File: src/rtl/alu_issue_stage.sv
// Purpose : decode-to-ALU pipeline register with ALU_Select generation, operand select and result forwarding.
// Latency : 1 cycle from an accepted instruction to out_valid.
// Backpressure: in_ready = ~out_valid | out_ready; a held instruction stays frozen while out_ready is low.
//
// Ports: clk/rst_n (async active-low), flush; decode side in_valid/in_ready plus opcode, funct3,
// funct7_5, rs1/rs2/rd addresses, rs1/rs2 data and imm; alu_result feeds back the result of the
// held instruction; ALU side out_valid/out_ready, data1, data2, ALU_Select, rd_out, is_branch,
// illegal; issue_count counts completed downstream transfers and wraps.
module alu_issue_stage #(
    parameter int n     = 63,
    parameter int CNT_W = 32
) (
    input  logic             clk,
    input  logic             rst_n,
    input  logic             flush,
    input  logic             in_valid,
    output logic             in_ready,
    input  logic [6:0]       opcode,
    input  logic [2:0]       funct3,
    input  logic             funct7_5,
    input  logic [4:0]       rs1_addr,
    input  logic [4:0]       rs2_addr,
    input  logic [4:0]       rd_addr,
    input  logic [n:0]       rs1_data,
    input  logic [n:0]       rs2_data,
    input  logic [n:0]       imm,
    input  logic [n:0]       alu_result,
    output logic             out_valid,
    input  logic             out_ready,
    output logic [n:0]       data1,
    output logic [n:0]       data2,
    output logic [3:0]       ALU_Select,
    output logic [4:0]       rd_out,
    output logic             is_branch,
    output logic             illegal,
    output logic [CNT_W-1:0] issue_count
);

    typedef enum logic {EMPTY = 1'b0, FULL = 1'b1} state_t;

    state_t state_q, state_d;

    logic       depart;
    logic       accept;
    logic       fwd_en;
    logic [3:0] dec_sel;
    logic       dec_src2;   // 1: operand 2 comes from rs2, 0: from imm
    logic       dec_br;
    logic       dec_ill;
    logic [n:0] op1_nxt;
    logic [n:0] op2_nxt;

    assign in_ready = (state_q == EMPTY) | out_ready;
    assign depart   = (state_q == FULL) & out_ready;
    assign accept   = in_valid & in_ready & ~flush;

    // State register
    always_ff @(posedge clk or negedge rst_n) begin
        if (!rst_n) state_q <= EMPTY;
        else        state_q <= state_d;
    end

    // Next state: flush wins, then a new accept, then a plain departure
    always_comb begin
        state_d = state_q;
        if (flush)       state_d = EMPTY;
        else if (accept) state_d = FULL;
        else if (depart) state_d = EMPTY;
    end

    // Output decode of the state
    always_comb begin
        out_valid = (state_q == FULL);
    end

    // Instruction decode into ALU operation and operand-2 source
    always_comb begin
        dec_sel  = 4'b0010;
        dec_src2 = 1'b0;
        dec_br   = 1'b0;
        dec_ill  = 1'b0;
        case (opcode)
            7'b0110011: begin
                dec_src2 = 1'b1;
                case (funct3)
                    3'b000:  dec_sel = funct7_5 ? 4'b0110 : 4'b0010;
                    3'b111:  dec_sel = 4'b0000;
                    3'b110:  dec_sel = 4'b0001;
                    default: dec_ill = 1'b1;
                endcase
            end
            7'b0010011: begin
                case (funct3)
                    3'b000:  dec_sel = 4'b0010;
                    3'b111:  dec_sel = 4'b0000;
                    3'b110:  dec_sel = 4'b0001;
                    default: dec_ill = 1'b1;
                endcase
            end
            7'b0000011, 7'b0100011: dec_sel = 4'b0010;
            7'b1100011: begin
                dec_sel  = 4'b0110;
                dec_src2 = 1'b1;
                dec_br   = 1'b1;
            end
            7'b0110111: dec_sel = 4'b0111;
            default:    dec_ill = 1'b1;
        endcase
        if (dec_ill) begin
            dec_sel  = 4'b0010;
            dec_src2 = 1'b0;
            dec_br   = 1'b0;
        end
    end

    // Only the instruction leaving this very cycle is forwarded; its result is on alu_result now.
    assign fwd_en = depart & (rd_out != 5'd0) & ~illegal;

    always_comb begin
        op1_nxt = '0;
        op2_nxt = '0;
        if (!dec_ill) begin
            op1_nxt = (fwd_en && (rs1_addr == rd_out)) ? alu_result : rs1_data;
            if (!dec_src2)                           op2_nxt = imm;
            else if (fwd_en && (rs2_addr == rd_out)) op2_nxt = alu_result;
            else                                     op2_nxt = rs2_data;
        end
    end

    // Held instruction; contents only change when a new instruction is accepted
    always_ff @(posedge clk or negedge rst_n) begin
        if (!rst_n) begin
            data1      <= '0;
            data2      <= '0;
            ALU_Select <= 4'b0000;
            rd_out     <= 5'd0;
            is_branch  <= 1'b0;
            illegal    <= 1'b0;
        end else if (accept) begin
            data1      <= op1_nxt;
            data2      <= op2_nxt;
            ALU_Select <= dec_sel;
            rd_out     <= rd_addr;
            is_branch  <= dec_br;
            illegal    <= dec_ill;
        end
    end

    // Departures count even when a flush lands in the same cycle
    always_ff @(posedge clk or negedge rst_n) begin
        if (!rst_n)      issue_count <= '0;
        else if (depart) issue_count <= issue_count + {{(CNT_W-1){1'b0}}, 1'b1};
    end

endmodule
File: config.mk
export PLATFORM = sky130hd
export DESIGN_NAME = alu_issue_stage
export DESIGN_NICKNAME = d
export VERILOG_FILES = /design/src/rtl/alu_issue_stage.sv
export SDC_FILE = /design/constraint.sdc
export NUM_CORES = 1
export LEC_CHECK = 0
export CORE_AREA = 2 2 179 181
export DETAILED_ROUTE_END_ITERATION = 6
export DIE_AREA = 0 0 181 183
export DONT_BUFFER_PORTS = 1
export PLACE_DENSITY = 0.48
export SYNTH_ARGS = -nofsm -noshare
export SYNTH_HDL_FRONTEND = slang
export SYNTH_SLANG_ARGS = --single-unit
export TNS_END_PERCENT = 100
File: constraint.sdc
create_clock -name clk -period 3.4 [get_ports clk]
set_input_delay 0.34 -clock clk [delete_from_list [all_inputs] [get_ports clk]]
set_output_delay 0.34 -clock clk [all_outputs]
set_load 0.02 [all_outputs]
==> results of run 1 <==
cell type report:
type / count / area (um^2)
inverter: 3 / 11.3
sequential: 171 / 4280
antenna: 1 / 2.50
fill: 3265 / 21900
clock buffer: 18 / 429
clock inverter: 13 / 110
tap: 402 / 503
multi-input combinational: 541 / 3780
timing repair buffer: 17 / 183
worst max-delay path, cell delays in order (launching register included):
cell	delay, ps
dfrtp_1	490
nor2b_1	210
inv_1	190
nand3b_1	320
or4_4	960
o21ai_1	290
power groups by stage:
stage / Combinational, uW / Sequential [uW] / Clock (uW)
floorplan: 199 / 2330 / 0
global placement: 253 / 2370 / 0
detailed placement: 259 / 2370 / 0
CTS: 260 / 2330 / 1930
global route: 292 / 2330 / 2030
finish: 256 / 2330 / 1860
repair_timing:
item                                   CTS  global route
gates resized for setup                  0             0
endpoints found under the hold margin  173           171
setup endpoints to repair                0             0
how the worst max path moves through the flow:
stage	start	to	slack, ps	cells past startpoint
global placement	out_valid	data2[1]	740	5
detailed placement	out_valid	data2[1]	700	5
CTS	out_valid	data1[39]	730	6
finish	out_valid	data2[36]	740	5
floorplan	out_valid	data1[0]	1420	7
global route	out_valid	data1[15]	620	6
metrics by stage:
stage | worst slack [ps] | total power (uW)
after CTS | 725 | 4520
final | 736 | 4440
after floorplan | 1420 | 2520
after global placement | 739 | 2620
after global routing | 624 | 4650
after detailed placement | 703 | 2630
registers in the layout, indices dropped and copies added (netlist names):
name,count
rd_out,5
ALU_Select,3
is_branch,1
data2,64
data1,64
out_valid,1
issue_count,32
illegal,1
cell usage after synthesis, types with 2 or more instances:
master	count
o21ai_1	121
nor3_1	4
mux2i_1	128
and3_1	6
buf_4	6
nand2_1	100
buf_6	4
buf_1	4
buf_2	9
xnor2_1	29
nor4_2	3
nor2b_1	2
o21ai_0	9
buf_12	12
nand4_1	9
clkbuf_1	26
nand3_1	12
dfrtp_1	171
xor2_1	12
a32oi_1	64
nor4_1	2
and2_1	6
and4_1	2
inv_1	3
a22o_1	2
nor2_1	9
layer usage:
| metal | vias to the layer above | track usage | share of wire |
|---|---|---|---|
| met5 | - | 0 | 0 |
| met4 | 0 | 0.0637 | 0.026 |
| li1 | 2797 | - | - |
| met2 | 318 | 0.274 | 0.50 |
| met3 | 31 | 0.0556 | 0.088 |
| met1 | 3118 | 0.199 | 0.39 |
cell usage in the layout (no fill, tap or decap), types with 9 or more instances in the layout:
master	netlist	layout
nor2_1	9	9
nand2_1	100	100
dfrtp_1	171	171
o21ai_0	9	9
clkbuf_16	0	17
nand4_1	9	9
o21ai_1	121	121
a32oi_1	64	64
buf_4	6	11
xnor2_1	29	29
mux2i_1	128	128
nand3_1	12	12
xor2_1	12	12
kinds of logic after synthesis:
family / after synthesis
buffers and inverters: 64
XOR/XNOR: 41
AO/OA/AOI/OAI: 204
other: 1
AND/OR/NAND/NOR: 165
flip-flops: 171
adder cells (fa/ha/maj): 1
multiplexers: 129
==> reports/metrics.csv, run 1 <==
metric;value;unit
status;complete, but fails checks;
violations;hold timing;
slew_headroom;0.405;
cts-root-buf;clkbuf_16;
holdBufCountCts;2;
vias;6264;
yosys_warnings;0;
worstSkewPairLatency;430;ps
synth.distinct_cells;47;
synth_xor_area_frac;0.0421;
drc;0;
p_comb_frac;0.058;
switchingPower;1260;uW
dp.cells;1132;
synth_area_leaders;dfrtp_1, mux2i_1, o21ai_1;
hpwl;20500;um
synth.net_count;1064;
die_area;0.0331;mm^2
gr-total-overflow;0;
synth_edf_count;0;
core-area;0.0312;mm^2
grt_max_degree;172;
r2r_start;out_valid;
p_int;3180;uW
rrSetupSlack;740;ps
synthMuxAreaShare;0.152;
required;3730;ps
finalHoldViolCount;171;
tns;0;ps
holdWs;-401;ps
power_frac_clock;0.418;
synth-compound-area-share;0.152;
r2r_end;data2[36];
io_pins;460;
routed_wl;28200;um
die_x;181;um
numCtsBuffers;17;
seq_power_share;0.524;
switching_share;0.283;
p_leak;0.00362;uW
cts_tree;done;
cp_max_fo;64;
drtAntennaViolNets;0;
drtIter0Drc;345;
nets;1039;
grt_util_all_layers;0.165;
clock_path_buffers;2;
drv_slew;0;
ir_drop;0.000320;V
rows;65;
syn_area;0.00853;mm^2
r2r_cells;5;
arrival;3000;ps
placed_area;0.00874;mm^2
wire_per_inst;24.2;um
cts.sinks;171;
synthFlopType;dfrtp_1;
place.gp.congestion;0.813;
yosysSeqAreaShare;0.502;
fin_skew;14.1;ps
io_buffers;0;
post_cts_buffers;0;
synth.avg_cell_area;11.0;um^2
syn_inst;776;
finalInstanceArea;0.00930;mm^2
instances_no_fill;1166;
hold_path.class;input port to async pin;
antenna_found_initial;1;
yosysTopAreaCell;dfrtp_1;
maxCapViolCount;0;
vias_per_cell;5.37;
setup_violations;0;
grt_pass1_vias;6364;
syn_to_final_growth;9.05;%
power_density;477;mW/mm^2
start_util;0.273;
rsz0062_at_grt;no;
synth_top_area_frac;0.502;
cp-start-kind;register;
fin_util;0.298;
critPathKind;register to register;
firstDrtPassIters;5;
htree_levels;4;
ys_seq_elements;171;
clkTransAtPathRegs;80;ps
synth_top_family_by_area;compound AO/OA/AOI/OAI gates;
drive_above_1_share;0.0734;
min_period_over_period;0.783;
synth-simple-area-share;0.0920;
async_flop_share;1.00;
synthAdderAreaFrac;0.00147;
die_h;183;um
grt_pass1_wl;41100;um
worst_slew_pin_slew;892;ps
fmax;375;MHz
finalCriticalPeriod;2660;ps
crit_path_end_kind;register;
No activity file was read; power rests on OpenSTA's default activity.
==> run 2, diff against run 1 <==
PLACE_DENSITY = 0.49   (was 0.48)
clock period = 2.1 ns   (was 3.4 ns; I/O delays follow)
==> reports/metrics.csv, run 2 <==
metric;value;unit
synth-compound-area-share;0.152;
numCtsBuffers;17;
synth_area_leaders;dfrtp_1, mux2i_1, o21ai_1;
rows;65;
die_h;183;um
synthFlopType;dfrtp_1;
synth.net_count;1064;
error;[ERROR RSZ-0060] Max buffer count reached.;
dp.cells;1172;
htree_levels;4;
syn_area;0.00853;mm^2
synth.avg_cell_area;11.0;um^2
holdBufCountCts;244;
start_util;0.273;
hpwl;20800;um
synth_top_family_by_area;compound AO/OA/AOI/OAI gates;
synth_xor_area_frac;0.0421;
yosysSeqAreaShare;0.502;
yosysTopAreaCell;dfrtp_1;
synthMuxAreaShare;0.152;
die_x;181;um
cts_resized;19;
status;aborted with a tool error;
io_pins;460;
synth_top_area_frac;0.502;
synthAdderAreaFrac;0.00147;
async_flop_share;1.00;
synth_edf_count;0;
ys_seq_elements;171;
failed_stage;clock tree synthesis (4_1_cts);
cts.sinks;171;
synth-simple-area-share;0.0920;
syn_inst;776;
yosys_warnings;0;
cts-root-buf;clkbuf_16;
post_cts_buffers;11;
io_buffers;0;
synth.distinct_cells;47;
yosys-top-cells-count;dfrtp_1, mux2i_1, o21ai_1;
synth_most_common_cell;dfrtp_1;
place.gp.congestion;0.852;
clock_path_buffers;2;
-- run 2: cell counts after synthesis --
No cell type changed its count.
-- run 2: stage by stage --
stage	TNS [ps]	setup WS (ps)	area (um^2)	hold slack, ps
3_3_place_gp	0	30.4	9160	-82.6
2_1_floorplan	0	116	8530	-85.6
3_5_place_dp	-91.3	-52.7	9160	-82.7
-- run 2: logic make-up after synthesis --
group / after synthesis
AOI/OAI and AO/OA: 204
xor gates and xnor gates: 41
adders and majority gates: 1
buffers and inverters: 64
DFF: 171
muxes: 129
other: 1
and+or+nand+nor: 165
==> run 3, diff against run 2 <==
PLACE_DENSITY = not set   (was 0.49)
PLACE_DENSITY_LB_ADDON = 0.15   (was not set)
clock period = 2.7 ns   (was 2.1 ns; I/O delays follow)
==> reports/metrics.csv, run 3 (same netlist as run 1, synthesis figures left out) <==
metric;value;unit
status;complete, but fails checks;
violations;hold timing;
cts-root-buf;clkbuf_16;
rows;65;
drive_above_1_share;0.0827;
drc;0;
antenna_found_initial;1;
io_pins;460;
dp.cells;1144;
grt_pass1_wl;43800;um
clkTransAtPathRegs;80;ps
htree_levels;4;
r2r_end;data1[47];
mostFrequentLayoutCells;dfrtp_1, mux2i_1, o21ai_1, nand2_1, a32oi_1;
critPathKind;register to register;
setup_violations;0;
grt_max_degree;172;
routed_wl;29800;um
maxCapViolCount;0;
fmax;402;MHz
wire_per_inst;24.3;um
place.gp.congestion;0.766;
worst_slew_pin_slew;841;ps
holdBufCountCts;49;
clock_path_buffers;2;
worstSkewPairLatency;430;ps
instances_no_fill;1225;
die_x;181;um
slew_headroom;0.439;
finalHoldViolCount;171;
drtAntennaViolNets;0;
io_buffers;0;
start_util;0.273;
cts_tree;done;
drv_slew;0;
r2r_cells;6;
hold_path.class;input port to async pin;
grt_util_all_layers;0.174;
rsz0062_at_grt;no;
nets;1099;
numCtsBuffers;17;
reg_top3;data1: 64 flops, data2: 64 flops, issue_count: 32 flops;
core-area;0.0312;mm^2
rrSetupSlack;210;ps
finalCriticalPeriod;2490;ps
p_leak;0.00393;uW
post_cts_buffers;0;
holdWs;-475;ps
fin_skew;14.8;ps
power_density;591;mW/mm^2
die_area;0.0331;mm^2
cp-start-kind;register;
vias_per_cell;5.27;
ir_drop;0.000404;V
drtIter0Drc;341;
required;3020;ps
placed_area;0.00893;mm^2
crit_path_end_kind;register;
hpwl;21300;um
finalInstanceArea;0.0100;mm^2
cts_resized;0;
firstDrtPassIters;4;
final_common_cell;dfrtp_1;
die_h;183;um
cts.sinks;171;
grt_pass1_vias;6943;
gr-total-overflow;0;
vias;6460;
r2r_start;out_valid;
tns;0;ps
arrival;2800;ps
min_period_over_period;0.921;
cp_max_fo;30;
syn_to_final_growth;17.7;%
[run 3: per-layer routing]
layer / vias to the layer above / GRT usage / part of all wire
met5: - / 0 / 0
met4: 0 / 0.0722 / 0.029
met2: 317 / 0.298 / 0.49
li1: 2909 / - / -
met3: 42 / 0.0586 / 0.085
met1: 3192 / 0.200 / 0.39
[run 3: how the worst max path moves through the flow]
stage | startpoint | slack [ps] | endpoint
CTS | out_valid | 210 | data2[37]
detailed placement | out_valid | 200 | data2[37]
global placement | out_valid | 300 | data1[49]
floorplan | out_valid | 720 | data1[0]
global route | out_valid | 90 | data2[37]
finish | out_valid | 210 | data1[47]
[run 3: area by class of cell]
| type | instances | area (um^2) |
|---|---|---|
| fill | 3253 | 21200 |
| sequential | 171 | 4280 |
| multi-input combinational | 541 | 3780 |
| timing repair buffer | 77 | 853 |
| tap | 402 | 503 |
| clock buffer | 18 | 439 |
| clock inverter | 12 | 166 |
| inverter | 3 | 11.3 |
| antenna | 1 | 2.50 |
[run 3: report_power, final]
group          leakage (uW)  switching [uW]  internal [uW]  total [uW]
sequential          0.00235             249           2660        2910
combinational       0.00129             216            203         419
clock              0.000288            1110           1490        2600
[run 3: worst max-delay path: stages, from the launching register on]
cell,delay (ps)
dfrtp_1,530
nand2_1,230
a211o_1,390
nor4_4,460
buf_12,310
mux2i_1,320
o21ai_1,80
[run 3: stage by stage]
| step | power, uW | setup slack [ps] | utilization |
|---|---|---|---|
| floorplan | 3180 | 716 | - |
| global placement | 3330 | 295 | 0.286 |
| detailed placement | 3330 | 201 | 0.286 |
| CTS | 6040 | 208 | 0.321 |
| global route | 6180 | 88.7 | 0.321 |
| finish | 5930 | 214 | 0.321 |
==> run 4, diff against run 3 <==
REMOVE_ABC_BUFFERS = 1   (was not set)
==> reports/metrics.csv, run 4 (same netlist as run 1, synthesis figures left out) <==
metric;value;unit
status;complete, but fails checks;
violations;hold timing;
cts_tree;done;
antenna_found_initial;5;
required;3020;ps
reg_top3;data1: 64 flops, data2: 64 flops, issue_count: 32 flops;
fin_skew;12.6;ps
crit_chain;nand2_1 -> a211o_1 -> nor4_4 -> buf_12 -> mux2i_1 -> dlygate4sd3_1 -> o21ai_1;
worstSkewPairLatency;440;ps
syn_to_final_growth;19.8;%
worst_slew_pin_slew;632;ps
wire_per_inst;24.6;um
drive_above_1_share;0.0850;
maxCapViolCount;0;
nets;1122;
critPathKind;register to register;
core-area;0.0312;mm^2
final_common_cell;dfrtp_1;
hpwl;21800;um
holdWs;-474;ps
numCtsBuffers;17;
crit_slowest_cell;dlygate4sd3_1;
vias;6587;
cts.sinks;171;
grt_util_all_layers;0.181;
tns;0;ps
clock_path_buffers;2;
ir_drop;0.000399;V
crit_path_end_kind;register;
rows;65;
post_cts_buffers;0;
fmax;401;MHz
finalCriticalPeriod;2490;ps
grt_pass1_wl;44800;um
rsz0062_at_grt;no;
vias_per_cell;5.26;
start_util;0.273;
drc;0;
hold_path.class;input port to async pin;
cp_max_fo;20;
grt_max_degree;172;
mostFrequentLayoutCells;dfrtp_1, mux2i_1, o21ai_1, nand2_1, dlygate4sd3_1;
firstDrtPassIters;4;
grt_pass1_vias;6986;
cp-start-kind;register;
slew_headroom;0.579;
die_x;181;um
die_area;0.0331;mm^2
min_period_over_period;0.923;
place.gp.congestion;0.809;
critPathMaxStageDelay;570;ps
gr-total-overflow;0;
finalHoldViolCount;171;
drtAntennaViolNets;0;
routed_wl;30800;um
drv_slew;0;
fill_cells;3232;
cts-root-buf;clkbuf_16;
drtIter0Drc;341;
fin_util;0.327;
setup_violations;0;
clkTransAtPathRegs;70;ps
io_pins;460;
io_buffers;0;
power_density;575;mW/mm^2
arrival;2810;ps
htree_levels;4;
p_leak;0.00401;uW
die_h;183;um
## run 4: area by class of cell
type / instances / area [um^2] / area share
repair buffers: 100 / 1040 / 0.102
clock buffers: 19 / 453 / 0.0444
multi-input cells: 541 / 3780 / 0.370
well taps: 402 / 503 / 0.0493
clock inverters: 13 / 131 / 0.0129
inverters: 3 / 11.3 / 0.00110
diodes: 3 / 7.51 / 0.000735
flip-flops and latches: 171 / 4280 / 0.419
## run 4: timing repair
item                                   CTS  global route
gates resized for setup                  0             1
endpoints found under the hold margin  230           174
setup endpoints to repair                0             2
hold buffers                            69             3
## run 4: per-layer routing
metal / track usage / vias up / share of wire
met4: 0.0537 / 4 / 0.014
li1: - / 2963 / -
met5: 0 / - / 0.00094
met1: 0.200 / 3259 / 0.37
met3: 0.0774 / 30 / 0.10
met2: 0.316 / 331 / 0.51
## run 4: path summary, 6_finish.rpt
path	start	end	slack (ps)	depth (start not counted)
setup / recovery	out_valid	data2[17]	210	7
hold / removal	rst_n	data1[16]	-470	0
hold reg to reg	data1[16]	data1[16]	620	2
max in group asynchronous	rst_n	ALU_Select[1]	2650	0
setup reg to reg	out_valid	data2[17]	210	7
min in group clk	rs1_data[32]	data1[32]	10	2
## run 4: metrics by stage
step / instance area (um^2) / cells / setup slack [ps] / hold slack [ps] / total power [uW]
floorplan: 8040 / 715 / -5620 / -25.6 / 3170
global placement: 8900 / 1145 / 264 / -21.9 / 3320
detailed placement: 8900 / 1145 / 214 / -21.6 / 3330
CTS: 10200 / 1246 / 148 / -500 / 5970
global route: 10200 / 1251 / 52.1 / -513 / 6150
finish: 10200 / 1252 / 207 / -474 / 5870
## run 4: where the power goes
part,internal [uW],total (uW),switching [uW]
clock network,1350,2520,1170
logic,230,454,224
registers,2660,2900,241
## run 4: worst max-delay path: cells and delay by family (launching register included)
kind                   cells  cell delay (ps)
and+or+nand+nor            2              440
AOI/OAI and AO/OA          2              400
muxes                      1              230
buffers and inverters      2              820
DFF                        1              470
